<file path="config.mk">
export PLATFORM = sky130hd
export DESIGN_NAME = cache_refill_ctrl
export DESIGN_NICKNAME = d
export VERILOG_FILES = /design/src/rtl/cache_refill_ctrl.sv
export SDC_FILE = /design/constraint.sdc
export NUM_CORES = 1
export LEC_CHECK = 0
export ABC_AREA = 1
export CORE_ASPECT_RATIO = 0.5
export CORE_MARGIN = 5
export CORE_UTILIZATION = 39
export DETAILED_ROUTE_END_ITERATION = 10
export PLACE_DENSITY = 0.78
export SETUP_SLACK_MARGIN = 0.3
export SLEW_MARGIN = 20
export SYNTH_ARGS = -nofsm -noshare
export SYNTH_HDL_FRONTEND = slang
export SYNTH_SLANG_ARGS = --single-unit
</file>
<file path="constraint.sdc">
create_clock -name clk -period 1.2 [get_ports clk]
set_input_delay 0.36 -clock clk [delete_from_list [all_inputs] [get_ports clk]]
set_output_delay 0.36 -clock clk [all_outputs]
set_load 0.01 [all_outputs]
</file>
<file path="src/rtl/cache_refill_ctrl.sv">
// Read-miss refill controller: stalls the CPU, bursts one cache line from backing memory, streams it into the array.
// Optional feature: define MISS_COUNTER_EN for a saturating serviced-miss counter on miss_count.
module cache_refill_ctrl #(
  parameter int ADDR_WIDTH = 8,
  parameter int DATA_WIDTH = 8,
  parameter int LINE_WORDS = 4
) (
  input  logic                  clk,
  input  logic                  rst,
  input  logic                  re,
  input  logic                  hit,
  input  logic [ADDR_WIDTH-1:0] addr,
  output logic                  stall,
  output logic                  mem_req,
  output logic [ADDR_WIDTH-1:0] mem_addr,
  input  logic                  mem_ready,
  input  logic                  mem_rvalid,
  input  logic [DATA_WIDTH-1:0] mem_rdata,
  output logic                  fill_we,
  output logic [ADDR_WIDTH-1:0] fill_addr,
  output logic [DATA_WIDTH-1:0] fill_data,
  output logic                  refill_done,
  output logic [15:0]           miss_count
);
  localparam int OFS = $clog2(LINE_WORDS);
  localparam logic [OFS-1:0] LAST_WORD = OFS'(LINE_WORDS - 1);

  typedef enum logic [1:0] {
    IDLE = 2'd0,
    REQ  = 2'd1,
    WAIT = 2'd2,
    DONE = 2'd3
  } state_t;

  state_t                    state_r;
  state_t                    state_nxt_s;
  logic [ADDR_WIDTH-OFS-1:0] line_tag_r;
  logic [OFS-1:0]            word_cnt_r;
  logic [ADDR_WIDTH-1:0]     word_addr_s;
  logic                      stall_s;
  logic                      mem_req_s;
  logic                      done_s;
  logic                      accept_s;
  logic                      capture_s;
  logic                      last_word_s;
  logic                      fill_we_r;
  logic [ADDR_WIDTH-1:0]     fill_addr_r;
  logic [DATA_WIDTH-1:0]     fill_data_r;

  // The word offset only ever replaces the zeroed low bits, so no carry can reach the tag.
  function automatic logic [ADDR_WIDTH-1:0] beat_addr(input logic [ADDR_WIDTH-OFS-1:0] tag,
                                                      input logic [OFS-1:0]            cnt);
    return {tag, cnt};
  endfunction

  assign word_addr_s = beat_addr(line_tag_r, word_cnt_r);
  assign last_word_s = (word_cnt_r == LAST_WORD);

  // State register
  always_ff @(posedge clk or negedge rst) begin
    if (!rst) begin
      state_r <= IDLE;
    end else begin
      state_r <= state_nxt_s;
    end
  end

  // Next-state and control decode
  always_comb begin
    state_nxt_s = state_r;
    stall_s     = 1'b0;
    mem_req_s   = 1'b0;
    done_s      = 1'b0;
    accept_s    = 1'b0;
    capture_s   = 1'b0;
    case (state_r)
      IDLE: begin
        stall_s = re & ~hit;
        if (re && !hit) begin
          accept_s    = 1'b1;
          state_nxt_s = REQ;
        end else begin
          state_nxt_s = IDLE;
        end
      end
      REQ: begin
        stall_s   = 1'b1;
        mem_req_s = 1'b1;
        if (mem_ready) begin
          state_nxt_s = WAIT;
        end else begin
          state_nxt_s = REQ;
        end
      end
      WAIT: begin
        stall_s = 1'b1;
        if (mem_rvalid) begin
          capture_s   = 1'b1;
          state_nxt_s = last_word_s ? DONE : REQ;
        end else begin
          state_nxt_s = WAIT;
        end
      end
      DONE: begin
        stall_s     = 1'b1;
        done_s      = 1'b1;
        state_nxt_s = IDLE;
      end
      default: begin
        state_nxt_s = IDLE;
      end
    endcase
  end

  // Line address, beat counter and the one-cycle-delayed fill port
  always_ff @(posedge clk or negedge rst) begin
    if (!rst) begin
      line_tag_r  <= {(ADDR_WIDTH-OFS){1'b0}};
      word_cnt_r  <= {OFS{1'b0}};
      fill_we_r   <= 1'b0;
      fill_addr_r <= {ADDR_WIDTH{1'b0}};
      fill_data_r <= {DATA_WIDTH{1'b0}};
    end else begin
      fill_we_r <= capture_s;
      if (accept_s) begin
        line_tag_r <= addr[ADDR_WIDTH-1:OFS];
        word_cnt_r <= {OFS{1'b0}};
      end else if (capture_s && !last_word_s) begin
        word_cnt_r <= word_cnt_r + OFS'(1);
      end
      if (capture_s) begin
        fill_addr_r <= word_addr_s;
        fill_data_r <= mem_rdata;
      end
    end
  end

  assign stall       = stall_s;
  assign mem_req     = mem_req_s;
  assign mem_addr    = mem_req_s ? word_addr_s : {ADDR_WIDTH{1'b0}};
  assign refill_done = done_s;
  assign fill_we     = fill_we_r;
  assign fill_addr   = fill_addr_r;
  assign fill_data   = fill_data_r;

`ifdef MISS_COUNTER_EN
  logic [15:0] miss_count_r;

  // Serviced-miss counter; sticks at all-ones instead of wrapping
  always_ff @(posedge clk or negedge rst) begin
    if (!rst) begin
      miss_count_r <= 16'h0000;
    end else if (accept_s && (miss_count_r != 16'hFFFF)) begin
      miss_count_r <= miss_count_r + 16'd1;
    end
  end

  assign miss_count = miss_count_r;
`else
  assign miss_count = 16'h0000;
`endif

endmodule

</file>
==> results.tsv, run 1 <==
metric	value	unit
ctsLongestPathBuffers	2	
postLayoutCellArea	2490	um2
grt_pass1_vias	1334	
final_common_cell	buf_4	
h-tree-depth	1	
drtPass1Iterations	4	
synth_seq_area_share	0.515	
drt_iter0_drc	64	
via_per_inst	4.64	
routed_wl	4.56	mm
fp.dieH	51.0	um
slew_viol_final	0	
area_delta_synth_final	89.9	%
dieArea	4700	um2
layout.nets	279	
clk_latency	280	ps
antenna_left	0	
num_vias	1370	
hold_ws	443	ps
multi_input_area	719	um2
setup_viol	32	
io_buffers	47	
cts_buffers	3	
seqPwrFrac	0.268	
synthesis.area	1310	um2
rsz0062_at_grt	true	
crit_path_start_kind	flip-flop	
place.gp.congestion	0.757	
p_switching	2360	uW
p_leak	0.00130	uW
path_class	reg2out	
violations	negative setup slack	
fin_crit	1580	ps
synth_area_leaders	dfrtp_1 51%, nand2_1 15%, buf_4 9.2%	
row_count	14	
timing.final.ws_setup	-377	ps
coreArea	3120	um2
peakVddDrop	1240	uV
p_clk_frac	0.094	
start_util	0.421	
grt-ovfl-total	0	
ios	66	
antenna_found_initial	0	
antennaDiodeCount	0	
dp_slack	-661	ps
skew	5.01	ps
wl_per_cell	15.5	um
worstHoldPathType	in2async	
final_cell_mix	37 x buf_4, 26 x nand2_1, 26 x dfrtp_1	
fmax	634	MHz
grt_start_max_net_pins	28	
required	840	ps
cp.arrival	1220	ps
ys_seq_elements	27	
placed_cell_area	2050	um2
comb_power_share	0.638	
drive_gt1_frac	0.580	
seqCellArea	677	um2
syn_avg_cell_area	8.69	um2
yosysUniqueCellTypes	17	
track_usage	0.177	
clock-sinks	27	
synth.largest_area_cell	dfrtp_1	
report.final.hold_viol_count	0	
yosysWarningCount	0	
synth_cells	151	
nFillCells	179	
power.share.switching	0.410	
grt_pass1_wl	6.50	mm
cts_tree	built	
fin_crit_sh	1.31	
cp-end-kind	primary output	
drc	0	
netlist.area_leader.share	0.515	
p_int	3390	uW
cts-root-buf	clkbuf_8	
hpwl	2.41	mm
crit_path_max_fanout	5	
power.density	2310	nW/um2
clk_pin_slew	90	ps
maxCapViolCount	0	
final_util	0.799	
status	finished, violations left	
die_x	92.0	um
-- final timing paths --
path                       cells past startpoint            to         start  slack, ps
max                                            5   mem_addr[2]    state_r[1]       -380
max reg2reg                                    9  fill_addr[2]    state_r[0]       -350
min in group clk                               2  fill_addr[1]  fill_addr[1]        510
max in group asynchronous                      2    state_r[0]           rst        600
min reg2reg                                    2  fill_addr[1]  fill_addr[1]        510
min                                            2  fill_addr[3]           rst        440
-- registers in the layout, summed over array words and instances, names as in the netlist --
register and count:
line_tag_r 6, fill_we 1, word_cnt_r 2, fill_addr 8, fill_data 8, state_r 2
-- cell families (layout without fill, tap and decap cells) --
kind of cell	after synthesis	count (layout)	synth area share
other	1	16	0.00286
DFF	27	27	0.515
and+or+nand+nor	77	79	0.252
buffers and inverters	34	121	0.154
adders and majority gates	1	1	0.00953
AOI/OAI and AO/OA	11	11	0.0667
-- per-layer routing --
metal  global-route usage  wire, um
met3               0.0440       325
met1                0.211      1830
met4               0.0665       128
met5                    0         0
met2                0.318      2280
-- through the flow --
stage	setup TNS, ps	std cells	power, uW
after global placement	-10490	265	4050
after floorplan	0	166	2680
after detailed placement	-11180	265	4130
after global routing	-11530	295	6090
after CTS	-8320	288	5150
final	-9760	295	5750
-- Yosys cell counts --
master / n
inv_1: 14
conb_1: 1
nor2_2: 1
nand2_2: 2
ha_1: 1
nor2_4: 2
o21ai_2: 8
nand2_4: 1
nand2_1: 52
o21ai_0: 2
dfrtp_1: 27
o211ai_1: 1
nand3_1: 9
nor2_1: 10
buf_4: 16
inv_2: 2
buf_6: 2
-- final cells by class --
class,count,area share
repair buffers,100,0.364
multi-input cells,107,0.289
flip-flops and latches,27,0.272
inverters,16,0.0331
well taps,40,0.0201
clock buffers,3,0.0166
repair inverters,1,0.00351
clock inverters,1,0.00201
-- timing repair --
action | in CTS | in global routing
gates resized for setup | 161 | 29
pin swaps | 13 | 11
cloned | 4 | 0
setup endpoints to repair | 55 | 55
buffers inserted | 15 | 7
hold buffers | 0 | 0
-- power by group through the flow --
stage	clock network (uW)	logic, uW	registers, uW
final	539	3670	1540
after global routing	593	3910	1590
after CTS	554	3080	1510
after detailed placement	0	2590	1540
after global placement	0	2530	1520
after floorplan	0	1020	1660
-- critical path: stages (launching register included) --
cell     delay, ps
dfrtp_1        410
buf_6          140
inv_8           60
nand2_8         90
nor2_4         120
buf_6          110
No activity file was read; power rests on OpenSTA's default activity.
==> run 2, diff against run 1 <==
--- a/config.mk
+++ b/config.mk
@@ -12,7 +12,7 @@
 export DETAILED_ROUTE_END_ITERATION = 10
 export PLACE_DENSITY = 0.78
 export SETUP_SLACK_MARGIN = 0.3
-export SLEW_MARGIN = 20
+export SLEW_MARGIN = 25
 export SYNTH_ARGS = -nofsm -noshare
 export SYNTH_HDL_FRONTEND = slang
 export SYNTH_SLANG_ARGS = --single-unit
==> results of run 2 <==
Same layout as run 1: the final DEF is identical, and so are final timing and power.
